File: config.mk
export PLATFORM = sky130hd
export DESIGN_NAME = control_unit
export DESIGN_NICKNAME = d
export VERILOG_FILES = /design/src/rtl/rv_ctrl_pkg.sv /design/src/rtl/imm_gen.sv /design/src/rtl/control_unit.sv
export SDC_FILE = /design/constraint.sdc
export NUM_CORES = 1
export LEC_CHECK = 0
export CAP_MARGIN = 20
export CORE_ASPECT_RATIO = 1.4
export CORE_MARGIN = 2
export CORE_UTILIZATION = 55
export CTS_CLUSTER_SIZE = 14
export DETAILED_ROUTE_END_ITERATION = 10
export GPL_TIMING_DRIVEN = 0
export PLACE_DENSITY = 0.78
export SKIP_LAST_GASP = 1
export SYNTH_ARGS = -nofsm -noshare
export SYNTH_HDL_FRONTEND = slang
export SYNTH_HIERARCHICAL = 1
export SYNTH_SLANG_ARGS = --single-unit
File: constraint.sdc
create_clock -name clk -period 12.7 [get_ports clk]
set_input_delay 2.54 -clock clk [delete_from_list [all_inputs] [get_ports clk]]
set_output_delay 2.54 -clock clk [all_outputs]
set_load 0.02 [all_outputs]
File: src/rtl/rv_ctrl_pkg.sv
// Shared encodings for the RV32I sequencing control unit: ALU function codes,
// access-size strobes, opcodes, FSM states and decoded operation classes.
package rv_ctrl_pkg;

  localparam logic [3:0] FS_PASS = 4'b0000;
  localparam logic [3:0] FS_ADD  = 4'b0010;
  localparam logic [3:0] FS_SUB  = 4'b0101;
  localparam logic [3:0] FS_SLL  = 4'b1101;

  localparam logic [2:0] WS_WORD = 3'b100;
  localparam logic [2:0] WS_HALF = 3'b010;
  localparam logic [2:0] WS_BYTE = 3'b001;

  localparam logic [6:0] OPC_OP     = 7'b0110011;
  localparam logic [6:0] OPC_OPIMM  = 7'b0010011;
  localparam logic [6:0] OPC_LUI    = 7'b0110111;
  localparam logic [6:0] OPC_JAL    = 7'b1101111;
  localparam logic [6:0] OPC_BRANCH = 7'b1100011;
  localparam logic [6:0] OPC_LOAD   = 7'b0000011;
  localparam logic [6:0] OPC_STORE  = 7'b0100011;

  typedef enum logic [2:0] {FETCH, DECODE, EXEC, LD2, ST2, ST3} state_t;

  typedef enum logic [3:0] {
    CLS_ILLEGAL, CLS_ADD, CLS_SUB, CLS_SLL, CLS_ADDI, CLS_SLLI, CLS_LUI,
    CLS_JAL, CLS_BEQ, CLS_BNE, CLS_BLT, CLS_BGE, CLS_LOAD, CLS_STORE
  } cls_t;

  // funct3[1:0] of loads/stores selects byte/half/word
  function automatic logic [2:0] size_strobe(input logic [1:0] f3);
    case (f3)
      2'b00:   return WS_BYTE;
      2'b01:   return WS_HALF;
      default: return WS_WORD;
    endcase
  endfunction

endpackage

File: src/rtl/imm_gen.sv
// Sign-extended RV32I immediates for every format, built from the upper
// instruction bits (the opcode field carries no immediate bits).
module imm_gen (
  input  logic [31:7] instr,
  output logic [31:0] imm_i,
  output logic [31:0] imm_s,
  output logic [31:0] imm_b,
  output logic [31:0] imm_u,
  output logic [31:0] imm_j
);

  assign imm_i = {{20{instr[31]}}, instr[31:20]};
  assign imm_s = {{20{instr[31]}}, instr[31:25], instr[11:7]};
  assign imm_b = {{19{instr[31]}}, instr[31], instr[7], instr[30:25], instr[11:8], 1'b0};
  assign imm_u = {instr[31:12], 12'b0};
  assign imm_j = {{11{instr[31]}}, instr[31], instr[19:12], instr[20], instr[30:21], 1'b0};

endmodule

File: src/rtl/control_unit.sv
// Multi-cycle RV32I control unit: fetches one instruction at a time and
// sequences the datapath control word through one to three execution states.
//
// state  | meaning
// FETCH  | idle word, instr_ready=1, latch instr into IR on instr_valid
// DECODE | idle word, register rd/rs1/rs2/size/imm/class from IR
// EXEC   | main operation; last state for all but offset loads/stores
// LD2    | offset load: rd <= mem[rd] (rd already holds rs1+imm)
// ST2    | offset store: mem[rs1] <= rs2 (rs1 temporarily holds rs1+imm)
// ST3    | offset store: rs1 <= rs1-imm, restoring the base register
module control_unit
  import rv_ctrl_pkg::*;
#(
  parameter int WIDTH = 32,
  parameter int DEPTH = 32,
  localparam int AW = $clog2(DEPTH)
) (
  input  logic             clk,
  input  logic             rst,
  input  logic             instr_valid,
  input  logic [31:0]      instr,
  output logic             instr_ready,
  input  logic             V,
  input  logic             C,
  input  logic             N,
  input  logic             Z,
  output logic [AW-1:0]    waddr,
  output logic [AW-1:0]    raddr0,
  output logic [AW-1:0]    raddr1,
  output logic             MB,
  output logic [3:0]       FS,
  output logic             MD,
  output logic [2:0]       wstrobe,
  output logic             we,
  output logic [4:0]       shamnt,
  output logic [WIDTH-1:0] ConsIn,
  output logic             mem_we,
  output logic [2:0]       mem_wstrobe,
  output logic [31:0]      pc,
  output logic             illegal
);

  state_t      state_q, state_d;
  logic [31:0] pc_q, pc_d, ir_q;
  logic [4:0]  rd_q, rs1_q, rs2_q;
  logic [2:0]  size_q;
  logic [31:0] imm_q, imm_d;
  cls_t        cls_q, cls_d;
  logic        wr;

  logic [31:0] imm_i, imm_s, imm_b, imm_u, imm_j;
  logic [6:0]  opcode, funct7;
  logic [2:0]  funct3;
  logic [4:0]  rs1_f, rs2_f;
  logic [31:0] pc_plus4, pc_plus_imm;
  logic [AW-1:0] rd_a, rs1_a, rs2_a;
  logic        imm_nz, size_ok;
  logic        unused_flags;

  assign unused_flags = C;

  imm_gen u_imm_gen (
    .instr (ir_q[31:7]),
    .imm_i (imm_i),
    .imm_s (imm_s),
    .imm_b (imm_b),
    .imm_u (imm_u),
    .imm_j (imm_j)
  );

  assign opcode  = ir_q[6:0];
  assign funct3  = ir_q[14:12];
  assign funct7  = ir_q[31:25];
  assign rs1_f   = ir_q[19:15];
  assign rs2_f   = ir_q[24:20];
  assign size_ok = (funct3 == 3'b000) || (funct3 == 3'b001) || (funct3 == 3'b010);

  always_comb begin
    cls_d = CLS_ILLEGAL;
    imm_d = imm_i;
    case (opcode)
      OPC_OP: begin
        if (funct3 == 3'b000 && funct7 == 7'b0000000)      cls_d = CLS_ADD;
        else if (funct3 == 3'b000 && funct7 == 7'b0100000) cls_d = CLS_SUB;
        else if (funct3 == 3'b001 && funct7 == 7'b0000000) cls_d = CLS_SLL;
      end
      OPC_OPIMM: begin
        if (funct3 == 3'b000)                              cls_d = CLS_ADDI;
        else if (funct3 == 3'b001 && funct7 == 7'b0000000) cls_d = CLS_SLLI;
      end
      OPC_LUI: begin
        cls_d = CLS_LUI;
        imm_d = imm_u;
      end
      OPC_JAL: begin
        cls_d = CLS_JAL;
        imm_d = imm_j;
      end
      OPC_BRANCH: begin
        imm_d = imm_b;
        case (funct3)
          3'b000:  cls_d = CLS_BEQ;
          3'b001:  cls_d = CLS_BNE;
          3'b100:  cls_d = CLS_BLT;
          3'b101:  cls_d = CLS_BGE;
          default: cls_d = CLS_ILLEGAL;
        endcase
      end
      OPC_LOAD: if (size_ok) cls_d = CLS_LOAD;
      OPC_STORE: begin
        imm_d = imm_s;
        // the offset trick borrows rs1, so it cannot alias rs2 or be x0
        if (size_ok && !(imm_s != 32'd0 && (rs1_f == rs2_f || rs1_f == 5'd0)))
          cls_d = CLS_STORE;
      end
      default: cls_d = CLS_ILLEGAL;
    endcase
  end

  always_ff @(posedge clk or posedge rst) begin
    if (rst) begin
      state_q <= FETCH;
      pc_q    <= 32'd0;
    end else begin
      state_q <= state_d;
      pc_q    <= pc_d;
    end
  end

  always_ff @(posedge clk or posedge rst) begin
    if (rst) begin
      ir_q   <= 32'd0;
      rd_q   <= 5'd0;
      rs1_q  <= 5'd0;
      rs2_q  <= 5'd0;
      size_q <= WS_WORD;
      imm_q  <= 32'd0;
      cls_q  <= CLS_ILLEGAL;
    end else begin
      if (state_q == FETCH && instr_valid) ir_q <= instr;
      if (state_q == DECODE) begin
        rd_q   <= ir_q[11:7];
        rs1_q  <= rs1_f;
        rs2_q  <= rs2_f;
        size_q <= size_strobe(funct3[1:0]);
        imm_q  <= imm_d;
        cls_q  <= cls_d;
      end
    end
  end

  assign pc_plus4    = pc_q + 32'd4;
  assign pc_plus_imm = pc_q + imm_q;
  assign imm_nz      = (imm_q != 32'd0);
  assign rd_a        = AW'(rd_q);
  assign rs1_a       = AW'(rs1_q);
  assign rs2_a       = AW'(rs2_q);

  always_comb begin
    state_d     = state_q;
    pc_d        = pc_q;
    instr_ready = 1'b0;
    waddr       = '0;
    raddr0      = '0;
    raddr1      = '0;
    MB          = 1'b0;
    FS          = FS_PASS;
    MD          = 1'b0;
    wstrobe     = WS_WORD;
    wr          = 1'b0;
    shamnt      = 5'd0;
    ConsIn      = '0;
    mem_we      = 1'b0;
    mem_wstrobe = WS_WORD;
    illegal     = 1'b0;
    case (state_q)
      FETCH: begin
        instr_ready = 1'b1;
        if (instr_valid) state_d = DECODE;
      end
      DECODE: state_d = EXEC;
      EXEC: begin
        state_d = FETCH;
        pc_d    = pc_plus4;
        case (cls_q)
          CLS_ADD, CLS_SUB: begin
            waddr  = rd_a;
            raddr0 = rs1_a;
            raddr1 = rs2_a;
            FS     = (cls_q == CLS_ADD) ? FS_ADD : FS_SUB;
            wr     = 1'b1;
          end
          CLS_SLL: begin
            // the shifter only takes a constant amount; rs2's value is not routed
            waddr  = rd_a;
            raddr0 = rs1_a;
            raddr1 = rs1_a;
            FS     = FS_SLL;
            wr     = 1'b1;
          end
          CLS_ADDI: begin
            waddr  = rd_a;
            raddr0 = rs1_a;
            MB     = 1'b1;
            ConsIn = WIDTH'(imm_q);
            FS     = FS_ADD;
            wr     = 1'b1;
          end
          CLS_SLLI: begin
            waddr  = rd_a;
            raddr1 = rs1_a;
            FS     = FS_SLL;
            shamnt = imm_q[4:0];
            wr     = 1'b1;
          end
          CLS_LUI: begin
            waddr  = rd_a;
            MB     = 1'b1;
            ConsIn = WIDTH'({imm_q[31:12], 12'b0});
            FS     = FS_ADD;
            wr     = 1'b1;
          end
          CLS_JAL: begin
            waddr  = rd_a;
            MB     = 1'b1;
            ConsIn = WIDTH'(pc_plus4);
            FS     = FS_ADD;
            wr     = 1'b1;
            pc_d   = pc_plus_imm;
          end
          CLS_BEQ, CLS_BNE, CLS_BLT, CLS_BGE: begin
            raddr0 = rs1_a;
            raddr1 = rs2_a;
            FS     = FS_SUB;
            if ((cls_q == CLS_BEQ &&  Z) || (cls_q == CLS_BNE && !Z) ||
                (cls_q == CLS_BLT && (N ^ V)) || (cls_q == CLS_BGE && !(N ^ V)))
              pc_d = pc_plus_imm;
          end
          CLS_LOAD: begin
            waddr  = rd_a;
            raddr0 = rs1_a;
            wr     = 1'b1;
            if (imm_nz) begin
              MB      = 1'b1;
              ConsIn  = WIDTH'(imm_q);
              FS      = FS_ADD;
              state_d = LD2;
              pc_d    = pc_q;
            end else begin
              MD      = 1'b1;
              wstrobe = size_q;
            end
          end
          CLS_STORE: begin
            raddr0 = rs1_a;
            if (imm_nz) begin
              waddr   = rs1_a;
              MB      = 1'b1;
              ConsIn  = WIDTH'(imm_q);
              FS      = FS_ADD;
              wr      = 1'b1;
              state_d = ST2;
              pc_d    = pc_q;
            end else begin
              raddr1      = rs2_a;
              mem_we      = 1'b1;
              mem_wstrobe = size_q;
            end
          end
          default: illegal = 1'b1;
        endcase
      end
      LD2: begin
        waddr   = rd_a;
        raddr0  = rd_a;
        MD      = 1'b1;
        wstrobe = size_q;
        wr      = 1'b1;
        state_d = FETCH;
        pc_d    = pc_plus4;
      end
      ST2: begin
        raddr0      = rs1_a;
        raddr1      = rs2_a;
        mem_we      = 1'b1;
        mem_wstrobe = size_q;
        state_d     = ST3;
      end
      ST3: begin
        waddr   = rs1_a;
        raddr0  = rs1_a;
        MB      = 1'b1;
        ConsIn  = WIDTH'(imm_q);
        FS      = FS_SUB;
        wr      = 1'b1;
        state_d = FETCH;
        pc_d    = pc_plus4;
      end
      default: state_d = FETCH;
    endcase
  end

  // x0 is never written, whichever register the state targets
  assign we = wr && (waddr != '0);
  assign pc = pc_q;

endmodule

==> impl_metrics.tcl <==
set metrics [dict create \
    wl_mm 32.4 \
    drv_cap 0 \
    area_delta_synth_final_pct 22.9 \
    antennaDiodeCount 0 \
    start_util_pct 56.3 \
    drtAntennaViolNets 0 \
    synth_compound_area_share_pct 22.3 \
    antenna_found_initial 0 \
    first_global_vias 9746 \
    muxShareOfSynthArea_pct 6.68 \
    syn_inst 1326 \
    cts_buffers 17 \
    power_mw 2.65 \
    die_area_sq_um 20200 \
    dieWidth_microns 121 \
    power_leakage_nw 5.47 \
    grt.overflow.total 0 \
    hold_viol_final 0 \
    critPathCaptureType "primary output" \
    tightest_slew_ns 0.998 \
    final_core_util_pct 69.1 \
    setup_violations 0 \
    swShare_pct 43.3 \
    dpl_worst_slack_ns 6.42 \
    status "completed" \
    slew_viol_final 0 \
    drc 0 \
    ys_seq_area_share_pct 28.8 \
    p_clk_share_pct 19.6 \
    core_sq_um 18700 \
    fin_worst_skew_ns 0.0126 \
    drtPass1Iterations 5 \
    post_cts_buffers 0 \
    synth-edff-count 0 \
    hold_path.class "reg -> reg" \
    grt_usage_pct 32.0 \
    drive_above_1_share_pct 17.0 \
    stdcell_count 1755 \
    critical_path_class "reg -> out" \
    path_cells "ha_1, nand3_1, nor4_1, nand3_1, nor3_2, and3_1, nand3_1, xor2_1, o21ai_0, clkdlybuf4s50_1" \
    place_congestion 0.980 \
    ctsHtreeMaxLevel 4 \
    ys_types 75 \
    syn_area_sq_um 10500 \
    cpPeakStageDelay_ns 0.72 \
    synth_seq_cells 121 \
    grt_pass1_wl_mm 51.1 \
    top_layer "met4" \
    cpMaxStageDelayCell "nor4_1" \
    switching_power_mw 1.15 \
    p_int_mw 1.50 \
    vias 10300 \
    setup_tns_ns 0 \
    cts_tree "built" \
    cts_max_path_buffers 2 \
    yosysWarningCount 6 \
    placed_area_sq_um 12300 \
    cts_root_buf "clkbuf_16" \
    worst_slack_ns 5.90 \
    min_period_ns 6.80 \
    synth-async-reset-ratio_pct 100 \
    max_slew_margin_pct 31.7 \
    achievable-frequency_ghz 0.147 \
    synth_top_family_by_area "compound AO/OA/AOI/OAI gates" \
    wl_met3_mm 1.44 \
    finalCritPeriodShare_pct 53.6 \
    dieHeight_microns 168 \
    comb_power_share_pct 51.9 \
    pwr-share-seq_pct 28.5 \
    path_clk_slew_ns 0.06 \
    vdd.ir_drop.worst_uv 114 \
    grt_max_degree 99 \
    synthFlopType "dfrtp_1" \
    rsz0062_at_grt "no" \
    nNetsFinal 1570 \
    worstPathRequired_ns 10.16 \
    start_kind "flop" \
    clkSinkCount 121 \
    crit_fanout 7 \
    port_buffers 137 \
    arrival_ns 4.26 \
    synthSimpleGateAreaFrac_pct 18.5 \
    place.detailed.hpwl_mm 24.5 \
    wl_met2_mm 17.0 \
    crit_top_cell "nand3_1" \
    placementRows 59 \
    cts.repair.resized 0 \
    hold_ws_ns 0.484 \
    synth_xor_xnor_area_share_pct 5.08 \
    finish.instance_area_sq_um 12900 \
    m1WireLength_mm 12.6 \
    ioPinCount 139 \
    wl_per_cell_microns 18.4 \
    synthAdderAreaFrac_pct 4.00 \
    viasPerCell 5.87 \
    cts-hold-fix-buffers 0 \
    powerDensity_nw_per_um2 205 \
    avgSynthCellArea_sq_um 7.92 \
    dpl.cell_count 1723 \
    clk_latency_ns 0.44 \
    drt_iter0_drc 853 \
]
## final cells by class
class                      instances  area, sq um
fill                            1585         5760
timing repair buffer             140         1420
multi-input combinational        972         6000
tap                              244          305
buffer                           225         1450
clock buffer                      19          453
clock inverter                    13          168
inverter                          21         83.8
sequential                       121         3030
## registers in the layout (all words and copies together) (netlist names)
register  flops
rs2_a         5
imm_q        32
pc           32
size_q        3
state_q       3
ir_q         32
rd_a          5
rs1_a         5
cls_q         4
## power groups by stage
stage          logic [mW]  clock network (mW)  registers [mW]
4_1_cts              1.36               0.520           0.748
2_1_floorplan        1.01                   0           0.718
3_5_place_dp         1.36                   0           0.755
3_3_place_gp         1.33                   0           0.762
5_1_grt              1.51               0.538           0.772
6_report             1.38               0.519           0.757
## layer usage
layer  vias to the layer above  GRT usage, %
met4                         0          15.2
met3                        90          3.78
met1                      4907          37.6
met5                         -             0
li1                       4922             -
met2                       383          57.5
## cells in the final DEF, fill, tap and decap left out, types with 14 or more instances in the layout
cell             Yosys  routed
nand2_1            165     165
buf_4              161     161
o21ai_0            160     160
clkdlybuf4s50_1      0     137
dfrtp_1            120     119
a21oi_1            102     102
nor2_1              66      66
clkbuf_1            59      59
a22oi_1             43      43
nand3_1             37      37
mux2_2              33      33
mux2i_1             33      33
xnor2_1             32      32
ha_1                32      32
nor4_1              31      31
xor2_1              29      29
nor3_1              28      28
inv_1               21      20
clkbuf_16            0      17
conb_1               1      14
## path summary, 6_finish.rpt
check / cells after the start / start / slack [ns] / endpoint
worst min-delay path: 2 / rs2_a[4] / 0.48 / rs2_a[4]
worst max register to register: 8 / imm_q[17] / 8.98 / pc[3]
max in group asynchronous: 3 / rst / 9.48 / ir_q[31]
worst min register to register: 2 / rs2_a[4] / 0.48 / rs2_a[4]
min in group asynchronous: 2 / rst / 2.43 / pc[4]
worst max-delay path: 10 / pc[2] / 5.90 / ConsIn[28]
## critical path, delay by kind of cell, from the launching register on
kind / cells / cell delay (ns)
AO/OA/AOI/OAI: 1 / 0.20
XOR/XNOR: 1 / 0.18
adder cells (fa/ha/maj): 1 / 0.31
buffers and inverters: 1 / 0.64
flip-flops: 1 / 0.49
AND/OR/NAND/NOR: 6 / 2.00
## cells in the mapped netlist (13+ instances only)
cell type / number / area, sq um
nand3_1: 37 / 185
o21ai_0: 160 / 801
a22oi_1: 43 / 323
nand2_1: 165 / 619
dfrtp_1: 120 / 3000
nor4_1: 31 / 194
nand4_1: 13 / 81.3
ha_1: 32 / 400
buf_4: 161 / 1210
xnor2_1: 32 / 280
mux2i_1: 33 / 330
nor2_1: 66 / 248
xor2_1: 29 / 254
a21oi_1: 102 / 510
nor3_1: 28 / 140
inv_1: 21 / 78.8
clkbuf_1: 59 / 221
mux2_2: 33 / 372
and2_1: 13 / 81.3
## cell families (layout without fill, tap and decap cells)
family,after synthesis,count (layout)
DFF,121,121
buffers and inverters,246,418
AOI/OAI and AO/OA,392,392
muxes,66,66
and+or+nand+nor,406,406
adders and majority gates,33,33
xor gates and xnor gates,61,61
other,1,14
No activity file was read; power rests on OpenSTA's default activity.
